[src/rtl/add_sub_mod_pipe.sv]
// Two-stage pipelined modular adder/subtractor over LANES independent lanes.
// Stage 1 forms the raw W+1-bit sum/difference, stage 2 folds it into [0, Q-1].
module add_sub_mod_pipe #(
    parameter int          W     = 24,
    parameter int unsigned Q     = 12587009,
    parameter int          LANES = 1,
    parameter int          TAGW  = 8
) (
    input  logic                 clk,
    input  logic                 rst,
    input  logic                 in_valid,
    output logic                 in_ready,
    input  logic                 in_sub,
    input  logic [LANES*W-1:0]   in_a,
    input  logic [LANES*W-1:0]   in_b,
    input  logic [TAGW-1:0]      in_tag,
    output logic                 out_valid,
    input  logic                 out_ready,
    output logic [LANES*W-1:0]   out_res,
    output logic [TAGW-1:0]      out_tag
);

    localparam logic [W:0] Q_EXT = (W+1)'(Q);

    // Raw stage-1 value; for subtraction bit W acts as the sign of a - b.
    function automatic logic [W:0] raw_f(
        input logic         sub,
        input logic [W-1:0] a,
        input logic [W-1:0] b
    );
        return sub ? ({1'b0, a} - {1'b0, b}) : ({1'b0, a} + {1'b0, b});
    endfunction

    // Single conditional correction brings the raw value back into [0, Q-1].
    function automatic logic [W-1:0] correct_f(
        input logic       sub,
        input logic [W:0] r
    );
        if (sub) begin
            return r[W] ? W'(r + Q_EXT) : W'(r);
        end else begin
            return (r >= Q_EXT) ? W'(r - Q_EXT) : W'(r);
        end
    endfunction

    logic                     s1_v_r;
    logic                     s1_sub_r;
    logic [TAGW-1:0]          s1_tag_r;
    logic [LANES-1:0][W:0]    s1_raw_r;
    logic                     s2_v_r;
    logic                     s1_en_s;
    logic                     s2_en_s;
    logic                     accept_s;
    logic [LANES*W-1:0]       s2_res_s;

    // Stage enables, input handshake and per-lane correction of the stage-1 value.
    always_comb begin
        s2_en_s  = !s2_v_r | out_ready;
        s1_en_s  = !s1_v_r | s2_en_s;
        accept_s = in_valid & s1_en_s;
        s2_res_s = '0;
        for (int i = 0; i < LANES; i++) begin
            s2_res_s[i*W +: W] = correct_f(s1_sub_r, s1_raw_r[i]);
        end
    end

    assign in_ready  = s1_en_s;
    assign out_valid = s2_v_r;

    // Stage 1: capture raw per-lane result, operation select and tag on accept.
    always_ff @(posedge clk) begin
        if (rst) begin
            s1_v_r   <= 1'b0;
            s1_sub_r <= 1'b0;
            s1_tag_r <= '0;
            s1_raw_r <= '0;
        end else if (s1_en_s) begin
            s1_v_r <= accept_s;
            if (accept_s) begin
                s1_sub_r <= in_sub;
                s1_tag_r <= in_tag;
                for (int i = 0; i < LANES; i++) begin
                    s1_raw_r[i] <= raw_f(in_sub, in_a[i*W +: W], in_b[i*W +: W]);
                end
            end else begin
                s1_sub_r <= s1_sub_r;
            end
        end else begin
            s1_v_r <= s1_v_r;
        end
    end

    // Stage 2: result registers; held while the downstream stalls, only loaded by a valid beat.
    always_ff @(posedge clk) begin
        if (rst) begin
            s2_v_r  <= 1'b0;
            out_res <= '0;
            out_tag <= '0;
        end else if (s2_en_s) begin
            s2_v_r <= s1_v_r;
            if (s1_v_r) begin
                out_res <= s2_res_s;
                out_tag <= s1_tag_r;
            end else begin
                out_res <= out_res;
            end
        end else begin
            s2_v_r <= s2_v_r;
        end
    end

endmodule

[config.mk]
export PLATFORM = sky130hd
export DESIGN_NAME = add_sub_mod_pipe
export DESIGN_NICKNAME = d
export VERILOG_FILES = /design/src/rtl/add_sub_mod_pipe.sv
export SDC_FILE = /design/constraint.sdc
export NUM_CORES = 1
export LEC_CHECK = 0
export CAP_MARGIN = 20
export CORE_UTILIZATION = 35
export DETAILED_ROUTE_END_ITERATION = 16
export PLACE_DENSITY = 0.57
export SYNTH_ARGS = -nofsm -noshare
export SYNTH_HDL_FRONTEND = slang
export SYNTH_SLANG_ARGS = --single-unit
[constraint.sdc]
create_clock -name clk -period 4.7 [get_ports clk]
set_input_delay 0.94 -clock clk [delete_from_list [all_inputs] [get_ports clk]]
set_output_delay 0.94 -clock clk [all_outputs]
set_load 0.005 [all_outputs]
==> flow_summary.yaml, run 1 <==
sta:
  finalCriticalPeriod_ns: 4.38
  min_period_over_period: 0.932
  skew_ns: 0.00746
  rsz0062_at_grt: "no"
  hold_violations: 0
  final-setup-viol-count: 0
  hold_slack_ns: 0.442
  slew_headroom: 0.362
  worst-slew-pin-transition_ns: 0.953
  slew_viol_final: 0
  timing.fmax_ghz: 0.228
  layout_setup_ws_ns: 0.320
synthesis:
  yosys.cell_types.count: 67
  synth.largest_area_cell: "dfxtp_1"
  synth_most_common_cell: "nand2_1"
  synth-seq-cells: 68
  yosysTopAreaCellShare: 0.267
  async_flop_share: 0
  syn-num-nets: 774
  synthFlopType: "dfxtp_1"
  ys_seq_area_frac: 0.267
  yosys-top-cells-count: "nand2_1, a21oi_1, dfxtp_1, nor2_1, xnor2_1"
  syn_area_sq_um: 5090
  yosysWarnings: 0
  syn_inst: 684
  synth_edf_count: 0
  synth_area_leaders: "dfxtp_1, ha_1, xnor2_1"
  avgSynthCellArea_sq_um: 7.44
floorplanning:
  start_util: 0.362
  dieArea_sq_um: 15000
  dieWidth_microns: 123
  row_count: 43
  die_h_microns: 123
  io_pins: 95
  core_sq_um: 14000
finish:
  diodes: 0
  area_growth_pct: 28.5
  drive_gt1_frac: 0.0585
  fillers: 1407
  final_nets: 854
  final_core_util: 0.466
job:
  drv_cap: 0
setup_path:
  crit_chain: "clkdlybuf4s50_1 > or3_1 > or3_1 > nor3_1 > a21o_1 > xnor2_1 > ha_1 > nand2_1 > o21ai_0 > nor3_1 > a211o_1 > o21ai_0 > xnor2_1 > o21ai_0"
  arrival_ns: 4.60
  crit_type: "in -> reg"
  critPathMaxStageDelay_ns: 0.42
  cpMostUsedCell: "o21ai_0"
  slowest_stage: "clkdlybuf4s50_1"
  startpoint_type: "input port"
  cp_max_fo: 6
  cp-end-kind: "flop"
  crit_required_ns: 4.92
clock_network:
  cts-resized-gates: 0
  cts-root-buf: "clkbuf_16"
  clk_pin_slew_ns: 0.06
  postCtsHoldBufs: 0
  htreeDepth: 3
  cts.sinks: 68
  cts_tree: "done"
  clk_latency_ns: 0.34
  cts_setup_buffers: 0
  clock_path_buffers: 2
  numCtsBuffers: 9
grt:
  grt_pass1_wl_microns: 22800
  grt_usage: 0.190
  grt_pass1_vias: 4670
  grt-ovfl-total: 0
  grt_max_degree: 47
  grt_antenna_before_repair: 0
placed_design:
  place.gp.congestion: 0.895
  port_buffers: 94
  dp_hpwl_microns: 10600
  dp_slack_ns: -0.00544
detailed_routing:
  drc: 0
  drtPass1Iterations: 4
  drt_iter0_drc: 342
  num_vias: 5045
  wl_microns: 13800
  vias_per_cell: 5.32
  wl_per_cell_microns: 14.5
  ant_nets: 0
power_and_ir_drop:
  leakage_nw: 2.47
  powerDensity_nw_per_um2: 341
  vdd_drop_max_mv: 0.182
  power_mw: 2.23
status:
  status: "completed"
hold_path:
  worst_hold_path_type: "reg -> reg"
[power breakdown]
part,switching (mW),internal (mW)
logic,0.363,0.327
registers,0.0760,0.630
clock network,0.259,0.576
total,0.698,1.53
[cells by family after synthesis]
family,share of synthesized area
compound gates,0.253
flops,0.267
mux,0.00590
buf+inv,0.0533
xor+xnor,0.0964
fa+ha+maj,0.0728
simple gates,0.251
[layout by cell type, fill, tap and decap left out, types with 3 or more instances in the layout]
master and n:
clkdlybuf4s50_1 94, o31ai_1 4, and3_1 9, buf_4 14, bufinv_16 4, o21a_1 9
mux2i_1 3, a31oi_1 11, nor2b_1 7, o22ai_1 6, and4_1 4, nand4_1 11
o21ai_0 37, a21oi_1 68, dfxtp_1 68, and2_1 3, a21o_1 11, clkbuf_16 9
a211o_1 3, o311ai_0 3, nor2_1 67, nand2_1 89, ha_1 28, nand3_1 17
nand2b_1 6, a211oi_1 12, xnor2_1 39, o211ai_1 5, nor3_1 23, o21ai_1 5
inv_1 20, or3_1 6, xor2_1 17, o21bai_1 5, nor4_1 9
[path summary, 6_finish.rpt]
| check | start | to | slack [ns] | depth (start not counted) |
|---|---|---|---|---|
| worst max-delay path | in_b[4] | s1_raw_r[15] | 0.32 | 14 |
| worst min-delay path | out_res[1] | out_res[1] | 0.44 | 2 |
| worst max register to register | s1_raw_r[3] | out_res[7] | 1.90 | 7 |
| worst min register to register | out_res[1] | out_res[1] | 0.44 | 2 |
[metal layers]
metal  wire length [microns]  up-vias  track usage  share of wire
met5                       0        -            0              0
met4                     184        0       0.0648          0.013
met3                     579       17       0.0218          0.042
met2                    5940      142        0.288           0.43
met1                    7050     2263        0.276           0.51
li1                        -     2623            -              -
[critical path: cells and delay by family]
kind / cells / cell delay [ns]
AO/OA/AOI/OAI: 5 / 1.41
AND/OR/NAND/NOR: 5 / 1.18
buffers and inverters: 1 / 0.42
adder cells (fa/ha/maj): 1 / 0.38
XOR/XNOR: 2 / 0.27
[final cells by class]
type | instances | area [sq um] | area share
inverters | 20 | 75.1 | 0.0115
clock buffers | 9 | 225 | 0.0344
clock inverters | 7 | 146 | 0.0224
flip-flops and latches | 68 | 1360 | 0.208
multi-input cells | 557 | 3460 | 0.529
repair buffers | 108 | 1050 | 0.160
well taps | 180 | 225 | 0.0344
[sequential cells by signal, indices dropped and copies added (netlist names)]
register   flops
out_res       24
s1_sub_r       1
s1_v_r         1
s1_tag_r       8
s1_raw_r      25
out_tag        8
out_valid      1
[through the flow]
step / cell area [sq um] / std cells / setup TNS, ns
6_report: 6540 / 949 / 0
5_1_grt: 6540 / 949 / 0
4_1_cts: 6540 / 949 / 0
3_5_place_dp: 6170 / 933 / -0.00557
3_3_place_gp: 6170 / 933 / 0
2_1_floorplan: 5090 / 684 / 0
Power figures use the tool's default switching activity.
==> inputs of run 2 (changes only) <==
--- a/config.mk
+++ b/config.mk
@@ -6,7 +6,9 @@
 export NUM_CORES = 1
 export LEC_CHECK = 0
 export CAP_MARGIN = 20
+export CORE_ASPECT_RATIO = 0.9
 export CORE_UTILIZATION = 35
+export CTS_CLUSTER_DIAMETER = 30
 export DETAILED_ROUTE_END_ITERATION = 16
 export PLACE_DENSITY = 0.57
 export SYNTH_ARGS = -nofsm -noshare
==> run 2 against run 1 <==
  * Worst setup slack gained 0.033 ns
  * Sequential cell count did not move
  * Clock-buffer cell count unchanged
  * Cell count up 1.6%
  * Critical endpoint is now s1_raw_r[24]
  * Largest power group unchanged
==> flow_summary.yaml, run 2 (synthesis gave the netlist of run 1 again) <==
clock_network:
  cts_tree: "done"
  numCtsBuffers: 9
  cts-root-buf: "clkbuf_16"
  clk_pin_slew_ns: 0.06
  cts.sinks: 68
  clock_path_buffers: 2
  cts_setup_buffers: 0
  clk_latency_ns: 0.33
  htreeDepth: 3
setup_path:
  crit_type: "in -> reg"
  arrival_ns: 4.58
  slowest_stage: "clkdlybuf4s50_1"
  r2r_cells: 7
  crit_required_ns: 4.93
  crit_chain: "clkdlybuf4s50_1 > or3_1 > or3_1 > nor3_1 > a21o_1 > o21ai_0 > xnor2_1 > ha_1 > buf_4 > a21o_1 > a21oi_1 > o211ai_1 > o211ai_1 > a21oi_1 > buf_4 > o311ai_0"
  cp-end-kind: "flop"
  cp_max_fo: 6
  critPathMaxStageDelay_ns: 0.43
  r2r-start: "s1_raw_r[2]"
  critPathBufInv: 3
  worst_r2r_endpoint: "out_res[6]"
  critical-path-top-delay-family: "compound AO/OA/AOI/OAI gates"
  rrSetupSlack_ns: 1.90
  startpoint_type: "input port"
sta:
  min_period_over_period: 0.925
  rsz0062_at_grt: "no"
  final-setup-viol-count: 0
  worst-slew-pin-transition_ns: 0.940
  setup_total_negative_slack_ns: 0
  slew_viol_final: 0
  skew_ns: 0.00580
  slew_headroom: 0.371
  finalCriticalPeriod_ns: 4.35
  hold_violations: 0
  timing.fmax_ghz: 0.230
status:
  status: "completed"
finish:
  drive_gt1_frac: 0.0597
  largest_reg_flops: 25
  final_core_util: 0.462
  final_nets: 856
  final_cell_area_sq_um: 6520
  diodes: 0
  layout_common_cells: "clkdlybuf4s50_1, nand2_1, a21oi_1, dfxtp_1, nor2_1"
  layout_commonest_cell: "clkdlybuf4s50_1"
  top_register: "s1_raw_r"
  top_regs: "s1_raw_r: 25 flops, out_res: 24 flops"
  area_growth_pct: 28.1
power_and_ir_drop:
  net-switching-power_uw: 703
  vdd_drop_max_mv: 0.150
  powerDensity_nw_per_um2: 326
  power.internal_mw: 1.43
  netSwitchingFraction: 0.330
  power_frac_clock: 0.341
  power_frac_seq: 0.332
  comb_power_share: 0.326
  leakage_nw: 2.45
placed_design:
  placed_area_sq_um: 6200
  dp_hpwl_microns: 10900
  place.gp.congestion: 0.908
  port_buffers: 94
hold_path:
  holdPathEnd: "out_res[1]"
  hp-start: "out_res[1]"
  hold_path_depth: 2
  worst_hold_path_type: "reg -> reg"
floorplanning:
  start_util: 0.361
  die_h_microns: 116
  dieArea_sq_um: 15000
  io_pins: 95
  dieWidth_microns: 129
  row_count: 41
  core_sq_um: 14100
detailed_routing:
  drc: 0
  wl_per_cell_microns: 14.5
  drt_iter0_drc: 300
  vias_per_cell: 5.21
  wl_microns: 14000
  ant_nets: 0
  drtPass1Iterations: 5
  num_vias: 5023
grt:
  grt_antenna_before_repair: 0
  grt_pass1_vias: 4753
  grt_pass1_wl_microns: 23100
  grt-ovfl-total: 0
  grt_max_degree: 36
  grt_usage: 0.191
job:
  drv_cap: 0
## run 2: changes by cell type in the layout (fill, tap and decap cells not counted), sizes merged
| cell | before | now |
|---|---|---|
| buf | 14 | 16 |
| bufinv | 4 | 2 |
| clkinvlp | 0 | 3 |
| inv | 22 | 21 |
## run 2: cell type report
type,count,area (sq um)
fill,1416,7590
multi-input combinational,557,3460
inverter,20,75.1
clock buffer,9,225
tap,193,241
timing repair buffer,110,1060
sequential,68,1360
clock inverter,7,100
## run 2: per-layer routing
metal	share of wire	global-route usage	wire (microns)
met3	0.032	0.0266	451
met1	0.53	0.277	7350
met2	0.43	0.294	6080
met5	0	0	0
met4	0.0075	0.0478	105
## run 2: how the worst max path moves through the flow
| stage | start | end | slack, ns | depth (start not counted) |
|---|---|---|---|---|
| final | in_b[4] | s1_raw_r[24] | 0.35 | 16 |
| after global routing | in_b[4] | s1_raw_r[21] | 0.03 | 15 |
| after CTS | in_b[4] | s1_raw_r[15] | 0.34 | 15 |
| after detailed placement | in_b[4] | s1_raw_r[15] | 0.004 | 15 |
| after global placement | in_b[4] | s1_raw_r[22] | 0.04 | 17 |
| after floorplan | in_b[4] | s1_raw_r[22] | 0.69 | 14 |
## run 2: worst reg2reg max path, stage by stage, from the launching register on
cell and delay [ns]:
dfxtp_1 0.42, nor4_1 0.62, nand4b_1 0.20, o311ai_0 0.46, nand2_2 0.36, a31oi_1 0.30
xor2_1 0.21, o21ai_0 0.10
## run 2: repair_timing
action	4_1_cts	5_1_grt
resized for setup	0	1
hold buffers	0	0
setup endpoints to repair	0	2
## run 2: power groups by stage
stage               combinational, mW  clock [mW]  sequential (mW)
detailed placement              0.689           0            0.719
floorplan                       0.503           0            0.678
global route                    0.769       0.766            0.717
global placement                0.681           0            0.716
finish                          0.695       0.726            0.707
CTS                             0.692       0.742            0.707
## run 2: through the flow
step | instances | total power [mW] | hold WS [ns] | setup slack [ns]
4_1_cts | 964 | 2.14 | 0.436 | 0.338
3_5_place_dp | 948 | 1.41 | 0.428 | 0.00390
6_report | 964 | 2.13 | 0.432 | 0.353
3_3_place_gp | 948 | 1.40 | 0.424 | 0.0421
5_1_grt | 964 | 2.25 | 0.479 | 0.0348
2_1_floorplan | 684 | 1.18 | 0.432 | 0.693
